## src/rtl/hazard_pkg.sv

```systemverilog
// Shared types for the RV32I hazard/pipeline-control slice.
// Latency: n/a (types and pure functions only).
// Backpressure: n/a.
package hazard_pkg;

    // Shadow records carry register addresses at this fixed width; narrower
    // architectural addresses are zero-extended on entry.
    localparam int REC_AW = 8;

    typedef enum logic [1:0] {
        FWD_RF = 2'b00,
        FWD_ME = 2'b01,
        FWD_WB = 2'b10
    } fwd_sel_t;

    typedef struct packed {
        logic              v;
        logic [REC_AW-1:0] rd;
        logic              wr;
        logic              load;
        logic [REC_AW-1:0] rs1;
        logic [REC_AW-1:0] rs2;
    } stage_rec_t;

    // A valid, writing, non-x0 instruction whose rd equals the source.
    function automatic logic wr_match(input stage_rec_t w, input logic [REC_AW-1:0] s);
        return w.v & w.wr & (w.rd != '0) & (w.rd == s);
    endfunction

    // ME wins over WB (younger value). A load in ME is skipped: the
    // load-use stall guarantees its consumer only meets it in WB.
    function automatic fwd_sel_t pick_fwd(input stage_rec_t me, input stage_rec_t wb,
                                          input logic [REC_AW-1:0] src);
        if (wr_match(me, src) && !me.load) begin
            return FWD_ME;
        end
        if (wr_match(wb, src)) begin
            return FWD_WB;
        end
        return FWD_RF;
    endfunction

endpackage

```

## src/rtl/sat_counter.sv

```systemverilog
// Saturating up-counter used for the pipeline performance counters.
// Latency: count visible one cycle after the increment request.
// Backpressure: none; sticks at all-ones once reached.
// Ports: clk_i, rst_ni (async active-low), inc_i (count this edge), q_o (value).
module sat_counter
    import hazard_pkg::*;
#(
    parameter int W = 32
) (
    input  logic         clk_i,
    input  logic         rst_ni,
    input  logic         inc_i,
    output logic [W-1:0] q_o
);

    logic [W-1:0] cnt_q, cnt_d;

    always_comb begin
        cnt_d = cnt_q;
        if (inc_i && (cnt_q != '1)) begin
            cnt_d = cnt_q + W'(1);
        end
    end

    always_ff @(posedge clk_i or negedge rst_ni) begin
        if (!rst_ni) begin
            cnt_q <= '0;
        end else begin
            cnt_q <= cnt_d;
        end
    end

    assign q_o = cnt_q;

endmodule

```

## src/rtl/hazard_ctrl.sv

```systemverilog
// Hazard and pipeline control for the 5-stage RV32I core: stalls, flushes, EX forwarding selects, perf counters.
// Latency: all outputs combinational from shadow state and inputs; shadow state advances once per unfrozen edge.
// Backpressure: dm_busy_i freezes every stage; load-use (or any RAW when forwarding is off) stalls IF/DE for a bubble.
// Ports: clk_i, rst_ni; de_* describe the instruction in DE; branch_taken_i from EX; dm_busy_i from data memory;
//        *_en_o / *_flush_o drive the four pipeline registers; fwd_*_sel_o pick EX operands; *_cnt_o are counters.
module hazard_ctrl
    import hazard_pkg::*;
#(
    parameter int REG_AW = 5,
    parameter int FWD_EN = 1,
    parameter int CNT_W  = 32
) (
    input  logic              clk_i,
    input  logic              rst_ni,
    input  logic [REG_AW-1:0] de_rs1_i,
    input  logic [REG_AW-1:0] de_rs2_i,
    input  logic              de_use_rs1_i,
    input  logic              de_use_rs2_i,
    input  logic [REG_AW-1:0] de_rd_i,
    input  logic              de_ru_write_i,
    input  logic              de_is_load_i,
    input  logic              branch_taken_i,
    input  logic              dm_busy_i,
    output logic              pc_en_o,
    output logic              if_de_en_o,
    output logic              if_de_flush_o,
    output logic              de_ex_en_o,
    output logic              de_ex_flush_o,
    output logic              ex_me_en_o,
    output logic              me_wb_en_o,
    output logic [1:0]        fwd_a_sel_o,
    output logic [1:0]        fwd_b_sel_o,
    output logic [CNT_W-1:0]  stall_cnt_o,
    output logic [CNT_W-1:0]  flush_cnt_o,
    output logic [CNT_W-1:0]  retire_cnt_o
);

    logic       de_v_q, de_v_d;
    stage_rec_t ex_q, ex_d, me_q, me_d, wb_q, wb_d;

    logic [REC_AW-1:0] rs1_x, rs2_x;
    logic              ex_hit, me_hit, wb_hit;
    logic              load_use, raw_any, hazard;
    fwd_sel_t          fwd_a, fwd_b;

    assign rs1_x = REC_AW'(de_rs1_i);
    assign rs2_x = REC_AW'(de_rs2_i);

    // Does an older stage write a source the DE instruction actually reads?
    assign ex_hit = (de_use_rs1_i & wr_match(ex_q, rs1_x)) | (de_use_rs2_i & wr_match(ex_q, rs2_x));
    assign me_hit = (de_use_rs1_i & wr_match(me_q, rs1_x)) | (de_use_rs2_i & wr_match(me_q, rs2_x));
    assign wb_hit = (de_use_rs1_i & wr_match(wb_q, rs1_x)) | (de_use_rs2_i & wr_match(wb_q, rs2_x));

    // With forwarding only a load directly ahead must wait; without it any
    // in-flight producer blocks DE until it has left WB.
    assign load_use = de_v_q & ex_q.load & ex_hit;
    assign raw_any  = de_v_q & (ex_hit | me_hit | wb_hit);
    assign hazard   = (FWD_EN != 0) ? load_use : raw_any;

    assign fwd_a       = (FWD_EN != 0) ? pick_fwd(me_q, wb_q, ex_q.rs1) : FWD_RF;
    assign fwd_b       = (FWD_EN != 0) ? pick_fwd(me_q, wb_q, ex_q.rs2) : FWD_RF;
    assign fwd_a_sel_o = fwd_a;
    assign fwd_b_sel_o = fwd_b;

    // Pipeline-register controls; freeze > branch > stall > normal.
    always_comb begin
        pc_en_o       = 1'b1;
        if_de_en_o    = 1'b1;
        if_de_flush_o = 1'b0;
        de_ex_en_o    = 1'b1;
        de_ex_flush_o = 1'b0;
        ex_me_en_o    = 1'b1;
        me_wb_en_o    = 1'b1;
        if (dm_busy_i) begin
            pc_en_o    = 1'b0;
            if_de_en_o = 1'b0;
            de_ex_en_o = 1'b0;
            ex_me_en_o = 1'b0;
            me_wb_en_o = 1'b0;
        end else if (branch_taken_i) begin
            if_de_flush_o = 1'b1;
            de_ex_flush_o = 1'b1;
        end else if (hazard) begin
            pc_en_o       = 1'b0;
            if_de_en_o    = 1'b0;
            de_ex_flush_o = 1'b1;
        end
    end

    // Shadow scoreboard next state. Squashed records are cleared entirely so
    // stale rs fields cannot produce forwarding selects.
    always_comb begin
        de_v_d = de_v_q;
        ex_d   = ex_q;
        me_d   = me_q;
        wb_d   = wb_q;
        if (!dm_busy_i) begin
            me_d = ex_q;
            wb_d = me_q;
            ex_d = '0;
            if (branch_taken_i) begin
                de_v_d = 1'b0;
            end else if (!hazard) begin
                de_v_d    = 1'b1;
                ex_d.v    = de_v_q;
                ex_d.rd   = REC_AW'(de_rd_i);
                ex_d.wr   = de_ru_write_i;
                ex_d.load = de_is_load_i;
                ex_d.rs1  = rs1_x;
                ex_d.rs2  = rs2_x;
            end
        end
    end

    always_ff @(posedge clk_i or negedge rst_ni) begin
        if (!rst_ni) begin
            de_v_q <= 1'b0;
            ex_q   <= '0;
            me_q   <= '0;
            wb_q   <= '0;
        end else begin
            de_v_q <= de_v_d;
            ex_q   <= ex_d;
            me_q   <= me_d;
            wb_q   <= wb_d;
        end
    end

    // A freeze is counted as a stall cycle; a branch masks a coincident stall.
    logic stall_inc, flush_inc, retire_inc;
    assign stall_inc  = dm_busy_i | (~branch_taken_i & hazard);
    assign flush_inc  = ~dm_busy_i & branch_taken_i;
    assign retire_inc = ~dm_busy_i & wb_q.v;

    sat_counter #(.W(CNT_W)) u_stall_cnt (
        .clk_i  (clk_i),
        .rst_ni (rst_ni),
        .inc_i  (stall_inc),
        .q_o    (stall_cnt_o)
    );

    sat_counter #(.W(CNT_W)) u_flush_cnt (
        .clk_i  (clk_i),
        .rst_ni (rst_ni),
        .inc_i  (flush_inc),
        .q_o    (flush_cnt_o)
    );

    sat_counter #(.W(CNT_W)) u_retire_cnt (
        .clk_i  (clk_i),
        .rst_ni (rst_ni),
        .inc_i  (retire_inc),
        .q_o    (retire_cnt_o)
    );

    // WB only ever reports valid/write/rd; its remaining fields retire here.
    logic unused_wb_bits;
    assign unused_wb_bits = ^{wb_q.load, wb_q.rs1, wb_q.rs2};

endmodule

```

## config.mk

```make
export PLATFORM = sky130hd
export DESIGN_NAME = hazard_ctrl
export DESIGN_NICKNAME = d
export VERILOG_FILES = /design/src/rtl/hazard_pkg.sv /design/src/rtl/sat_counter.sv /design/src/rtl/hazard_ctrl.sv
export SDC_FILE = /design/constraint.sdc
export NUM_CORES = 1
export LEC_CHECK = 0
export ABC_CLOCK_PERIOD_IN_PS = 2800
export BUFFER_PORTS_ARGS = -buffer_cell sky130_fd_sc_hd__buf_2
export CAP_MARGIN = 5
export CORE_MARGIN = 8
export CORE_UTILIZATION = 43
export DETAILED_ROUTE_END_ITERATION = 10
export HOLD_SLACK_MARGIN = 0.06
export MAX_ROUTING_LAYER = met4
export PLACE_DENSITY = 0.67
export SYNTH_ARGS = -nofsm -noshare
export SYNTH_HDL_FRONTEND = slang
export SYNTH_SLANG_ARGS = --single-unit
```

## constraint.sdc

```tcl
create_clock -name clk_i -period 2.8 [get_ports clk_i]
set_input_delay 0 -clock clk_i [delete_from_list [all_inputs] [get_ports clk_i]]
set_output_delay 0 -clock clk_i [all_outputs]
set_load 0.1 [all_outputs]
```

==> Yosys cells after proc, flatten, opt, wreduce, memory -nomap -nowiden <==
Index checks and enable logic that the tools add are counted.
{ "totals": {"register_bits": 145, "latchBits": 0, "mem_bits_rw": 0, "rom_bits": 0, "input_bits": 23, "output_inout_bits": 107, "memories": 0} }
{ "op_classes": {"n_addsub": 3, "multipliers": 0, "div": 0, "order_cmp": 0, "eq_ne": 10, "shifts": 0, "muxes": 27, "n_bitwise": 23, "reduce_logical": 10} }
{ "op_table": {"columns": ["operator", "count"], "rows": [
  ["adder 32 x 1 -> 32 bit, second input constant", 3],
  ["inequality test 32 bit, second input constant", 3],
  ["two-way mux 27 bit", 2],
  ["equality test 8 bit", 4],
  ["nonzero test 8 bit", 3],
  ["AND 1 bit", 19],
  ["two-way mux 1 bit", 17],
  ["equality test 8 x 5 -> 1 bit", 2],
  ["two-way mux 2 bit", 8],
  ["logical AND 1 bit", 5],
  ["inequality test 2 bit, second input constant", 1],
  ["inverter 1 bit", 2],
  ["OR 1 bit", 2],
  ["AND reduction 2 bit", 1],
  ["zero test 1 bit", 1]
]} }

==> Depth between registers and ports, before layout <==
Gate-level depths: netlist of run 1.
{ "logic_depth": {"depth_word": 9, "ltp_mapped": 8} }

==> Modules after synthesis <==
A second synthesis of run 1 with hierarchy kept.
{ "hier_totals": {"hier_cells": 622, "hier_area_um2": 6652.6} }
{ "by_module_without_submodules": {"columns": ["module", "instances", "cells_per_inst", "area_each_um2", "seq_area_each_um2"], "rows": [
  ["sat_counter (u_retire_cnt ...)", 2, 151, 1624.1, 800.8],
  ["hazard_ctrl", 1, 180, 1881.8, 850.8],
  ["sat_counter (u_flush_cnt)", 1, 140, 1522.7, 800.8]
]} }

==> Least setup slack after synthesis of run 1 <==
OpenSTA, ideal clock, no wires.
{ "synth_timing": {"path_kind": "reg-to-output", "start": "register me_q[18] (netlist name)", "end": "output fwd_a_sel_o[1]", "arrival_ns": 5.628, "required_ns": 2.800, "path_slack_ns": -2.828, "stages_incl_launch_ff": 5, "n_path_buf": 0, "path_cell_list": "dfrtp_1 > xnor2_1 > nand3_1 > nor4_1 > nor4_1"} }
{ "synth_via": {"elab_chain_len": 6, "word_cells_on_any_way": 7, "cone_classes": "1 x eq/ne; 2 x mux; 2 x bitwise; 2 x reduce/logical"} }
{ "synth_rtl": {"columns": ["item", "line", "text"], "rows": [
  ["start: declaration", "hazard_ctrl.sv:39", "stage_rec_t ex_q, ex_d, me_q, me_d, wb_q, wb_d;"],
  ["start signal: assignment", "hazard_ctrl.sv:124", "me_q <= me_d;"],
  ["nonzero test 8 bit", "hazard_pkg.sv:27", "return w.v & w.wr & (w.rd != '0) & (w.rd == s);"],
  ["AND 1 bit", "hazard_pkg.sv:27", null],
  ["AND 1 bit *", "hazard_pkg.sv:27", null],
  ["logical AND 1 bit *", "hazard_pkg.sv:34", "if (wr_match(me, src) && !me.load) begin"],
  ["two-way mux 1 bit *", "hazard_pkg.sv:34", null],
  ["two-way mux 2 bit *", "hazard_pkg.sv:37", "if (wr_match(wb, src)) begin"],
  ["end: declaration", "hazard_ctrl.sv:31", "output logic [1:0] fwd_a_sel_o,"]
]} }
Every way passes the cells marked *; elsewhere a longest branch is shown, timed or not.

==> Final worst setup path of run 1 <==
{ "layout_timing": {"start": "register me_q[19] (netlist name)", "end": "output fwd_b_sel_o[1]"} }
{ "layout_via": {"elab_chain_len": 6, "word_cells_on_any_way": 7, "cone_classes": "1 x eq/ne; 2 x mux; 2 x bitwise; 2 x reduce/logical"} }
{ "layout_rtl": {"columns": ["item", "line", "text"], "rows": [
  ["nonzero test 8 bit", "hazard_pkg.sv:27", null],
  ["AND 1 bit", "hazard_pkg.sv:27", null],
  ["AND 1 bit *", "hazard_pkg.sv:27", null],
  ["logical AND 1 bit *", "hazard_pkg.sv:34", null],
  ["two-way mux 1 bit *", "hazard_pkg.sv:34", null],
  ["two-way mux 2 bit *", "hazard_pkg.sv:37", null],
  ["end: declaration", "hazard_ctrl.sv:32", "output logic [1:0] fwd_b_sel_o,"]
]} }
Marks and branches as above.

==> results of run 1 <==
-- metrics by stage --
stage	std cells	setup TNS, ns	cell area [um2]
5_1_grt	921	0	7980
3_5_place_dp	870	0	7140
6_report	921	0	7980
2_1_floorplan	566	-0.579	6300
4_1_cts	921	0	7980
3_3_place_gp	870	0	7140
-- metal layers --
metal | vias up | global-route usage | wire (um)
met5 | - | - | 0
met4 | 0 | 0.0671 | 231
met3 | 21 | 0.0415 | 774
met2 | 146 | 0.268 | 7170
met1 | 2453 | 0.216 | 6830
li1 | 2297 | - | -
-- worst paths after layout --
kind | to | slack (ns) | depth (start not counted)
min in group asynchronous | u_retire_cnt.q_o[18] | 0.19 | 2
setup reg to reg | u_flush_cnt.q_o[1] | 0.44 | 6
setup / recovery | fwd_b_sel_o[1] | 0.17 | 5
hold reg to reg | u_stall_cnt.q_o[9] | 0.49 | 1
hold / removal | u_flush_cnt.q_o[21] | 0.1 | 4
max in group asynchronous | u_stall_cnt.q_o[24] | 1.80 | 3
-- power groups by stage --
stage	Clock [uW]	Sequential (uW)	Combinational, uW
CTS	2450	2240	1390
finish	2410	2240	1380
detailed placement	0	2270	1370
floorplan	0	2950	379
global placement	0	2260	1350
global route	2540	2270	1450
-- registers in the layout (all words and copies together) (netlist names) --
name	count
wb_q	7
ex_q	18
u_flush_cnt.q_o	32
u_retire_cnt.q_o	32
me_q	8
de_v_q	1
u_stall_cnt.q_o	32
-- tightest hold or removal path: stages --
cell     delay, ns
buf_2         0.11
nor2b_1       0.15
nand4_1       0.14
xnor2_1       0.08
-- Yosys cell counts, types with 3 or more instances --
library cell / instances / area share
dfrtp_1: 130 / 0.52
xnor2_1: 82 / 0.11
nand2_1: 43 / 0.026
xor2_1: 41 / 0.057
nor2_1: 38 / 0.023
nand3_1: 35 / 0.028
nand4_1: 34 / 0.034
mux2_2: 17 / 0.031
and3_1: 15 / 0.015
inv_1: 13 / 0.0078
nor3_1: 13 / 0.010
a22o_1: 11 / 0.015
and4_1: 9 / 0.013
nor4_1: 9 / 0.0090
mux2i_1: 7 / 0.011
and2_1: 6 / 0.0060
o21ai_0: 5 / 0.0040
or4_1: 5 / 0.0060
buf_4: 4 / 0.0048
clkbuf_1: 4 / 0.0024
a21oi_1: 3 / 0.0024
buf_2: 3 / 0.0024
buf_6: 3 / 0.0054
ha_1: 3 / 0.0060
o211ai_1: 3 / 0.0036
-- timing repair --
item                      CTS  global route
hold endpoints to repair   73             0
gates resized for setup     0             0
setup buffers               0             0
hold buffers               19             0
-- logic make-up after synthesis --
| family | Yosys count |
|---|---|
| buffers and inverters | 29 |
| AND/OR/NAND/NOR | 229 |
| flip-flops | 130 |
| adder cells (fa/ha/maj) | 3 |
| XOR/XNOR | 123 |
| AO/OA/AOI/OAI | 28 |
| multiplexers | 24 |
-- cell type report --
| cell class | count | area (um2) |
|---|---|---|
| Fill cell | 1247 | 6390 |
| Tap cell | 184 | 230 |
| Timing Repair Buffer | 155 | 903 |
| Clock buffer | 23 | 498 |
| Inverter | 13 | 48.8 |
| Clock inverter | 9 | 150 |
| Multi-Input combinational cell | 407 | 2900 |
| Sequential cell | 130 | 3250 |
==> reports/qor.yml, run 1 <==
run_status:
  status: "completed"
timing:
  fin_skew_ns: 0.00876
  worst_pin_slew_ns: 1.17
  hold_viol: 0
  max_slew_margin: 0.215
  final.setup.worst_slack_ns: 0.169
  grt_setup_unrepaired: "no"
  period_needed_ns: 2.63
  period_share: 0.940
  timing.hold.ws_ns: 0.0987
  setup_violations: 0
  clock.fmax_mhz: 380
  slew_violations: 0
grt:
  grt_use_total: 0.173
  grt_max_degree: 58
  grt_pass1_wl_mm: 25.2
  gr-total-overflow: 0
  grt_pass1_vias: 5048
  grt_antenna_before_repair: 0
setup_path:
  slowest_delay_ns: 0.52
  crit-reg2reg-launch: "u_flush_cnt.q_o[12]"
  endpoint_kind: "output pin"
  crit_path_cell_trace: "or4_1 > o21ai_0 > nor4_4 > nor4_4 > buf_2"
  required_ns: 2.80
  worst_path_most_repeated_cell: "nor4_4"
  crit_start: "me_q[19]"
  criticalPathCategory: "flip-flop to output pin"
  crit_slowest_cell: "or4_1"
  cp-start-kind: "flip-flop"
  crit_arrival_ns: 2.63
  path_buf_inv: 1
  crit_family: "simple AND/OR/NAND/NOR gates"
  cp_max_fo: 5
clocking:
  htree_levels: 4
  cts_root_buf: "clkbuf_16"
  cts_buffer_depth: 2
  clk_latency_ns: 0.42
  cts_made_buffers: 17
  clock_sinks: 130
  clk_pin_slew_ns: 0.06
  cts_tree: "yes"
synth:
  synth-xor-area-share: 0.172
  synth-main-ff-cell: "dfrtp_1"
  synth_mux_area_frac: 0.0418
  yosys_register_bits: 130
  synth_compound_area_frac: 0.0332
  yosysSeqAreaShare: 0.521
  synthArstFlopShare: 1.00
  synth_top_family_by_area: "simple AND/OR/NAND/NOR gates"
  synthDistinctLibCells: 47
  syn_avg_cell_area_um2: 11.0
  ys_warn_count: 0
  netlist_area_mm2: 0.00625
  syn_nets: 592
  netlist_instances: 566
  synth-simple-area-share: 0.202
  synth_fa_ha_area_frac: 0.00601
  synth_edf_count: 0
die:
  core_mm2: 0.0144
  floorplan.initialDensity: 0.435
  die_area_mm2: 0.0186
  ios: 130
  die_w_um: 137
  die_h_um: 137
  rows: 44
power_and_ir_drop:
  seq_power_share: 0.372
  p_int_uw: 3950
  p_clk_frac: 0.399
  power_uw: 6020
  comb_power_share: 0.229
  sw_frac_of_total: 0.345
  switching_power_uw: 2080
  peakVddDrop_mv: 0.796
  leakage_uw: 0.00391
  power_density_mw_per_mm2: 755
placed_design:
  portBuffers: 129
  gp_congestion: 0.856
  pre_cts_ws_ns: 0.493
  dp.final_hpwl_mm: 11.0
drt:
  avgViaCountPerCell: 5.34
  drc: 0
  routedWlPerCell_um: 16.3
  num_vias: 4917
  wl_mm: 15.0
  drtAntennaViolNets: 0
  firstDrtPassIters: 4
  initialDrtViolationCount: 260
min_path:
  hold_class: "input port to flip-flop"
  hold_start: "dm_busy_i"
cells_and_area:
  final_cell_mix: "dfrtp_1, buf_2, xnor2_1, nand2_1, xor2_1"
  syn_to_final_growth_pct: 27.7
  final_core_util: 0.555
  final_nets: 750
  drive_gt1_frac: 0.274
  n_antenna_cell: 0
  final_common_cell: "dfrtp_1"
run:
  max_cap_violations: 0
Power figures use the tool's default switching activity.
==> inputs of run 2 (changes only) <==
--- a/config.mk
+++ b/config.mk
@@ -11,7 +11,7 @@
 export CORE_MARGIN = 8
 export CORE_UTILIZATION = 43
 export DETAILED_ROUTE_END_ITERATION = 10
-export HOLD_SLACK_MARGIN = 0.06
+export HOLD_SLACK_MARGIN = 0.12
 export MAX_ROUTING_LAYER = met4
 export PLACE_DENSITY = 0.67
 export SYNTH_ARGS = -nofsm -noshare
==> reports/qor.yml, run 2 (same netlist as run 1, synthesis figures left out) <==
run_status:
  status: "completed"  # unchanged
clocking:
  cts_root_buf: "clkbuf_16"  # unchanged
  clk_pin_slew_ns: 0.06  # about the same
  cts_tree: "yes"  # unchanged
  cts_buffer_depth: 2  # unchanged
  clk_latency_ns: 0.41  # was 0.42 ns
  clock_sinks: 130  # unchanged
  htree_levels: 4  # unchanged
  cts_made_buffers: 17  # unchanged
grt:
  grt_pass1_vias: 5078  # was 5048
  grt_pass1_wl_mm: 25.3  # was 25.2 mm
  grt_max_degree: 58  # unchanged
  grt_use_total: 0.174  # was 0.173
  gr-total-overflow: 0  # unchanged
  grt_antenna_before_repair: 0  # unchanged
placed_design:
  gp_congestion: 0.856  # unchanged
  dp.final_hpwl_mm: 11.0  # unchanged
  portBuffers: 129  # unchanged
  placed_cells: 870  # unchanged
timing:
  worst_pin_slew_ns: 1.14  # was 1.17 ns
  grt_setup_unrepaired: "no"  # unchanged
  period_needed_ns: 2.63  # about the same
  hold_viol: 0  # unchanged
  max_slew_margin: 0.231  # was 0.215
  slew_violations: 0  # unchanged
  setup_tns_ns: 0  # unchanged
  setup_violations: 0  # unchanged
  clock.fmax_mhz: 380  # about the same
  period_share: 0.940  # about the same
  fin_skew_ns: 0.00833  # was 0.00876 ns
drt:
  wl_mm: 15.1  # was 15.0 mm
  num_vias: 4897  # was 4917
  avgViaCountPerCell: 5.29  # was 5.34
  drtAntennaViolNets: 0  # unchanged
  drc: 0  # unchanged
  initialDrtViolationCount: 247  # was 260
  firstDrtPassIters: 5  # was 4
  routedWlPerCell_um: 16.3  # about the same
cells_and_area:
  final_nets: 755  # was 750
  drive_gt1_frac: 0.272  # was 0.274
  n_antenna_cell: 0  # unchanged
  final_common_cell: "dfrtp_1"  # unchanged
  fill_cells: 1242  # was 1247
  syn_to_final_growth_pct: 28.5  # was 27.7%
  final_cell_mix: "dfrtp_1, buf_2, xnor2_1, nand2_1, xor2_1"  # unchanged
  instances_no_fill: 926  # was 921
setup_path:
  cp-start-kind: "flip-flop"  # unchanged
  crit_path_cell_trace: "or4_1 > o21ai_0 > nor4_4 > nor4_4 > buf_2"  # unchanged
  criticalPathCategory: "flip-flop to output pin"  # unchanged
  crit_slowest_cell: "or4_1"  # unchanged
  endpoint_kind: "output pin"  # unchanged
  crit_arrival_ns: 2.63  # about the same
  worst_path_most_repeated_cell: "nor4_4"  # unchanged
  slowest_delay_ns: 0.52  # about the same
  required_ns: 2.80  # about the same
  cp_max_fo: 5  # unchanged
run:
  max_cap_violations: 0  # unchanged
power_and_ir_drop:
  power_density_mw_per_mm2: 751  # was 755 mW/mm2
  peakVddDrop_mv: 0.795  # was 0.796 mV
  leakage_uw: 0.00394  # was 0.00391 uW
die:
  ios: 130  # unchanged
  die_area_mm2: 0.0186  # unchanged
  core_mm2: 0.0144  # unchanged
  rows: 44  # unchanged
  die_w_um: 137  # unchanged
  die_h_um: 137  # unchanged
  floorplan.initialDensity: 0.435  # unchanged
min_path:
  hold_class: "input port to asynchronous set/reset pin"  # was input port to flip-flop
## run 2: per-layer routing
layer  track usage  up-vias  share of wire
li1              -     2303              -
met1         0.216     2439           0.46
met2         0.269      136           0.48
met3        0.0422       19          0.049
met4        0.0671        0          0.012
met5             -        -              0
## run 2: cell type report
cell class / count / area (um2) / share of cell area
tap: 184 / 230 / 0.0287
inverter: 13 / 48.8 / 0.00608
timing repair buffer: 160 / 953 / 0.119
clock inverter: 9 / 150 / 0.0187
sequential: 130 / 3250 / 0.405
clock buffer: 23 / 498 / 0.0620
multi-input combinational: 407 / 2900 / 0.361
## run 2: worst paths after layout
check / cells after the start / from / slack [ns] / to
worst min-delay path: 2 / rst_ni / 0.19 / u_retire_cnt.q_o[18]
worst max-delay path: 5 / me_q[19] / 0.17 / fwd_b_sel_o[1]
worst min register to register: 1 / u_stall_cnt.q_o[9] / 0.49 / u_stall_cnt.q_o[9]
max in group asynchronous: 3 / rst_ni / 1.79 / u_stall_cnt.q_o[24]
worst max register to register: 6 / u_flush_cnt.q_o[12] / 0.45 / u_flush_cnt.q_o[1]
min in group clk_i: 5 / de_use_rs1_i / 0.36 / u_stall_cnt.q_o[24]
## run 2: report_power, final
part | leakage [uW] | switching, uW | internal (uW)
clock | 0.000315 | 802 | 1600
combinational | 0.00190 | 1070 | 316
sequential | 0.00172 | 205 | 2040
## run 2: repair_timing
action | CTS | global route
hold endpoints to repair | 75 | 0
endpoints found under the setup margin | 0 | 0
hold buffers | 24 | 0
gates resized for setup | 0 | 0
buffers inserted | 0 | 0
## run 2: per-stage QoR
stage               utilization  cell area (um2)  hold slack, ns  total power (uW)  setup WS (ns)
floorplan                     -             6300          -0.296              3330         -0.579
global placement          0.497             7140           0.102              3610          0.569
detailed placement        0.497             7140           0.116              3640          0.493
CTS                       0.559             8030           0.208              6090          0.122
global route              0.559             8030           0.247              6270         0.0184
finish                    0.559             8030           0.195              6030          0.169
## run 2: critical path: cells and delay by family, from the launching register on
| family | cells | cell delay, ns |
|---|---|---|
| AOI/OAI and AO/OA | 1 | 0.51 |
| buffers and inverters | 1 | 0.47 |
| and+or+nand+nor | 3 | 0.81 |
| DFF | 1 | 0.43 |
